==> src/rtl/event_tally_sequencer.sv <==
// rtl/event_tally_sequencer.sv - windowed rising-edge tally feeding the 2-bit status/count register stage
module event_tally_sequencer #(
    parameter int WINDOW = 16,
    parameter int TW     = 8
) (
    input  logic       clk,
    input  logic       rst_n,
    input  logic       start,
    input  logic       event_in,
    output logic       status,
    output logic [1:0] count,
    output logic       busy,
    output logic       overflow,
    output logic       done
);

    typedef enum logic [1:0] {
        IDLE   = 2'd0,
        COUNT  = 2'd1,
        REPORT = 2'd2
    } state_t;

    // Timer counts down to zero, so loading WINDOW-1 gives exactly WINDOW COUNT cycles.
    localparam logic [TW-1:0] TIMER_LOAD = TW'(WINDOW - 1);

    state_t        state;
    state_t        state_nx;
    logic [TW-1:0] timer;
    logic [1:0]    tally;
    logic          s1;
    logic          s2;
    logic          s3;
    logic          ev_edge;

    // Two-flop synchronizer for the raw event line plus a history flop for edge detection.
    always_ff @(posedge clk or negedge rst_n) begin
        if (!rst_n) begin
            s1 <= 1'b0;
            s2 <= 1'b0;
            s3 <= 1'b0;
        end else begin
            s1 <= event_in;
            s2 <= s1;
            s3 <= s2;
        end
    end

    assign ev_edge = s2 & ~s3;

    // State register.
    always_ff @(posedge clk or negedge rst_n) begin
        if (!rst_n) begin
            state <= IDLE;
        end else begin
            state <= state_nx;
        end
    end

    // Next-state decode and Moore outputs; outputs depend only on the registered state
    // so an asynchronous reset forces status high and count to zero immediately.
    always_comb begin
        state_nx = state;
        status   = 1'b1;
        busy     = 1'b0;
        done     = 1'b0;
        count    = 2'b00;
        case (state)
            IDLE: begin
                if (start) begin
                    state_nx = COUNT;
                end
            end
            COUNT: begin
                status = 1'b0;
                busy   = 1'b1;
                if (timer == '0) begin
                    state_nx = REPORT;
                end
            end
            REPORT: begin
                status   = 1'b0;
                busy     = 1'b1;
                done     = 1'b1;
                count    = tally;
                state_nx = IDLE;
            end
            default: begin
                state_nx = IDLE;
            end
        endcase
    end

    // Window timer, saturating tally and sticky overflow; all cleared by an accepted start.
    always_ff @(posedge clk or negedge rst_n) begin
        if (!rst_n) begin
            timer    <= '0;
            tally    <= 2'b00;
            overflow <= 1'b0;
        end else if (state == IDLE && start) begin
            timer    <= TIMER_LOAD;
            tally    <= 2'b00;
            overflow <= 1'b0;
        end else if (state == COUNT) begin
            timer <= timer - TW'(1);
            if (ev_edge) begin
                if (tally != 2'b11) begin
                    tally <= tally + 2'd1;
                end else begin
                    overflow <= 1'b1;
                end
            end
        end
    end

endmodule

==> config.mk <==
export PLATFORM = sky130hd
export DESIGN_NAME = event_tally_sequencer
export DESIGN_NICKNAME = d
export VERILOG_FILES = /design/src/rtl/event_tally_sequencer.sv
export SDC_FILE = /design/constraint.sdc
export NUM_CORES = 1
export LEC_CHECK = 0
export BUFFER_PORTS_ARGS = -buffer_cell sky130_fd_sc_hd__buf_2
export CORE_MARGIN = 4
export CORE_UTILIZATION = 45
export CTS_CLUSTER_DIAMETER = 80
export CTS_CLUSTER_SIZE = 40
export DETAILED_ROUTE_END_ITERATION = 12
export PLACE_DENSITY = 0.61
export SLEW_MARGIN = 20
export SYNTH_ARGS = -nofsm -noshare
export SYNTH_HDL_FRONTEND = slang
export SYNTH_SLANG_ARGS = --single-unit
==> constraint.sdc <==
create_clock -name clk -period 5.1 [get_ports clk]
set_input_delay 1.275 -clock clk [delete_from_list [all_inputs] [get_ports clk]]
set_output_delay 1.275 -clock clk [all_outputs]
set_load 0.02 [all_outputs]
# --- Word level (Yosys, flattened, before mapping) ---
# Index checks and enable logic that the tools add are counted.
classes:
  add_sub_neg: 2
  n_mul: 0
  div_mod_pow: 0
  n_lt_le_gt_ge: 0
  n_eq_ne: 6
  n_shift: 0
  muxes: 17
  bitwise: 2
  n_reduce_logical: 10
op_table:
  columns: ["cell", "n"]
  rows:
  - ["8-bit 2-to-1 mux", 2]
  - ["2-bit 2-to-1 mux", 7]
  - ["8-bit zero test", 1]
  - ["2-bit != test (second input constant)", 4]
  - ["8-bit by 1-bit subtractor with 8-bit output (second input constant)", 1]
  - ["1-bit 2-to-1 mux", 7]
  - ["3-bit AND reduction", 2]
  - ["2-bit nonzero test", 3]
  - ["2-bit case mux with 2 select lines", 1]
  - ["2-bit by 1-bit adder with 2-bit output (second input constant)", 1]
  - ["2-bit by 1-bit == test with 1-bit output (second input constant)", 1]
  - ["2-bit == test (second input constant)", 1]
  - ["2-bit zero test", 1]
  - ["2-bit AND reduction", 1]
  - ["2-bit OR reduction", 1]
  - ["1-bit AND", 1]
  - ["1-bit logical AND", 1]
  - ["1-bit inverter", 1]
totals:
  ff_bits: 16
  latchBits: 0
  mem_bits_rw: 0
  mem_bits_ro: 0
  inputBits: 4
  out_inout_bits: 6
  wordCells: 44
  n_memories: 0

# --- Logic depth before layout (Yosys ltp) ---
logic_depth:
  depth_word: 5
  mapped_depth: 6
  depth_no_buf: 5

# --- Least setup slack after synthesis ---
# Ideal clock, no wire load.
synth_path:
  path_kind: "register to output"
  from: "reg state[0]"
  to: "out count[1]"
  t_arrival_ns: 1.038
  required_time_ns: 3.825
  slack_ns: 2.787
  stages_incl_launch_ff: 4
  path_buffers: 0
  cell_sequence: "dfrtp_1 -> inv_1 -> ha_1 -> and2_1"
synth_between:
  elab_chain_cells: 2
synth_rtl:
  columns: ["element", "line", "source"]
  rows:
  - ["from (decl)", "26", "state_t state;"]
  - ["from (signal assigned)", "55", "state <= state_nx;"]
  - ["2-bit == test", "67", "case (state)"]
  - ["2-bit 2-to-1 mux", "67", null]
  - ["to (decl)", "11", "output logic [1:0] count,"]
# Every way passes these cells.

# --- Final worst setup path ---
layout_path:
  from: "reg state[0]"
  to: "out count[0]"
# The elaborated chain is that of the path after synthesis.

==> run metrics <==
Vias/cell=5.00; status=finished clean; register bit total from synthesis=16; Nets=100; GPL Wtd Cong=0.723; Unique masters post-synth=28; vias in the first global route=594; clock slew at reported path FFs=0.10 ns; Fill cells=160; Num CTS Buffers=3; clk root buf=clkbuf_4; initial antenna violation count=0; WL/cell=12.9 um; final worst path period need=2.58 ns; clk buf depth=2; Yosys top cell by area=dfrtp_1; synth top area cells=dfrtp_1 48%, ha_1 12%, inv_1 3.2%, nand2_1 3.2%, mux2_2 2.7%; DP Cell Count=108; critical path arrival=1.30 ns; pwr dens=488 mW/mm^2; worst r2r src=state[1]; Hold Buf Count CTS=0; Chip Height=50.9 um; die area=0.00259 mm^2; first-pass GRT wire length=2680 um; Non-Filler Instances=112; cell count after synthesis=76; DRT Pass-1 Iters=1; slew margin rel.=0.754; RSZ-0062 raised after global routing=no; CP Class=reg -> out; sequential element share of the synthesized area=0.483; Setup Buffers After CTS=0; Slowest cell on crit path=dfrtp_1; Synth warnings=0; width of the die=50.9 um; Peak Freq=388 MHz; CP peak stage delay=0.41 ns; Synth top area share=0.483; Iter 0 DRT Violations=0; Initial Utilization=0.475; total negative setup slack=0 ns; final max-slew violation count=0; Port Buffer Count=9; cell chain of the critical path=inv_1, ha_1, and2_1, buf_2; WP data required=3.83 ns; syn_area_per_cell=10.9 um^2; post_cts resized=0; # setup viols final=0; Max IR drop VDD=0.404 mV; Placement Setup Slack=2.83 ns; Slew @ Worst Pin=0.369 ns; grt ovf=0; Routed WL=1450 um; largest net degree at the start of global routing=17; row count=15; worst-path maximum fanout=4; Worst Setup End Kind=primary output; max-cap violations=0; Clock Skews=0.00296 ns; CTS tree=done; fin worst setup slack=2.52 ns; antenna fix cells=0; HP Class=reg -> reg; Residual DRC=0; final period utilization=0.506; CTS H-Tree Depth=1; Lkg Pwr=0.441 nW; syn nets=88; Hold Fails Final Rpt=0; Ports=10; Crit. Startpoint=state[0]; CP Launch Type=flip-flop; clk sinks=16; Total GRT Usage=0.140; hold path startpoint=s1; core area=0.00175 mm^2; via count=560; Routed Antenna Nets=0; Syn Std Cell Area=830 um^2; Layout area overhead=12.5%; Final HPWL DP=1060 um; clk_lat worst skew=0.29 ns; layout cells sized above 1=0.241
==> power breakdown <==
part / switching, mW / total, mW / internal [mW]
Combinational: 0.111 / 0.191 / 0.0803
Sequential: 0.0263 / 0.179 / 0.153
Clock: 0.0419 / 0.0854 / 0.0434
Total: 0.179 / 0.456 / 0.277
==> synth_stat cells, drive strengths merged <==
cell,n
a21oi,3
a221oi,1
a41oi,1
and2,3
and4bb,1
buf,1
clkbuf,1
dfrtp,16
ha,8
inv,7
mux2,2
mux2i,2
nand2,7
nand2b,1
nand3,1
nor2,3
nor4,1
o21ai,4
o31ai,1
o41a,1
or3,4
or3b,2
or4,2
xnor2,2
xor2,1
==> sequential cells by signal (all words and copies together) (netlist names) <==
name	flops
overflow	1
state	2
s3	1
tally	2
s1	1
timer	8
s2	1
==> worst max-delay path, delay by kind of cell, from the launching register on <==
| family | cells | cell delay [ns] |
|---|---|---|
| fa+ha+maj | 1 | 0.22 |
| flops | 1 | 0.41 |
| buf+inv | 2 | 0.25 |
| simple gates | 1 | 0.15 |
==> path summary, 6_finish.rpt <==
kind	end	slack, ns	depth (start not counted)
setup reg to reg	timer[7]	3.15	5
min in group asynchronous	overflow	0.89	1
max in group asynchronous	timer[5]	3.95	1
setup / recovery	count[0]	2.52	4
hold reg to reg	s2	0.36	0
hold / removal	s2	0.36	0
==> stage by stage <==
stage / total power [mW] / hold WS (ns) / cell area, um^2 / utilization
3_3_place_gp: 0.369 / 0.341 / 897 / 0.514
6_report: 0.456 / 0.362 / 933 / 0.535
5_1_grt: 0.494 / 0.378 / 933 / 0.535
4_1_cts: 0.461 / 0.366 / 933 / 0.535
3_5_place_dp: 0.372 / 0.343 / 897 / 0.514
2_1_floorplan: 0.327 / 0.331 / 830 / -
==> cell families after synthesis <==
| family | after synthesis | share of synthesized area |
|---|---|---|
| mux | 4 | 0.0513 |
| buf+inv | 9 | 0.0422 |
| fa+ha+maj | 8 | 0.121 |
| xor+xnor | 3 | 0.0317 |
| compound gates | 11 | 0.0950 |
| flops | 16 | 0.483 |
| simple gates | 25 | 0.176 |
==> area by class of cell <==
type | count | area, um^2 | area share
sequential | 16 | 400 | 0.429
clock buffer | 4 | 36.3 | 0.0389
timing repair buffer | 9 | 45.0 | 0.0483
multi-input combinational | 51 | 394 | 0.422
inverter | 7 | 26.3 | 0.0282
tap | 25 | 31.3 | 0.0335
==> layout by cell type, fill, tap and decap left out, drive strengths merged <==
cell    netlist  routed
a221oi        1       1
or3b          2       2
nand3         1       1
buf           1       9
nand2b        1       1
clkbuf        1       4
xor2          1       1
nor2          3       3
and4bb        1       1
or4           2       2
dfrtp        16      16
xnor2         2       2
inv           7       7
nand2         7       7
a21oi         3       3
o21ai         4       4
mux2i         2       2
or3           4       4
o31ai         1       1
ha            8       8
nor4          1       1
o41a          1       1
mux2          2       2
a41oi         1       1
and2          3       3
==> metal layers <==
| metal | track usage | wire length, um |
|---|---|---|
| met1 | 0.172 | 704 |
| met2 | 0.227 | 667 |
| met3 | 0.0350 | 42 |
| met4 | 0.0673 | 33 |
| met5 | 0 | 0 |
(Power assumes the default switching activity.)
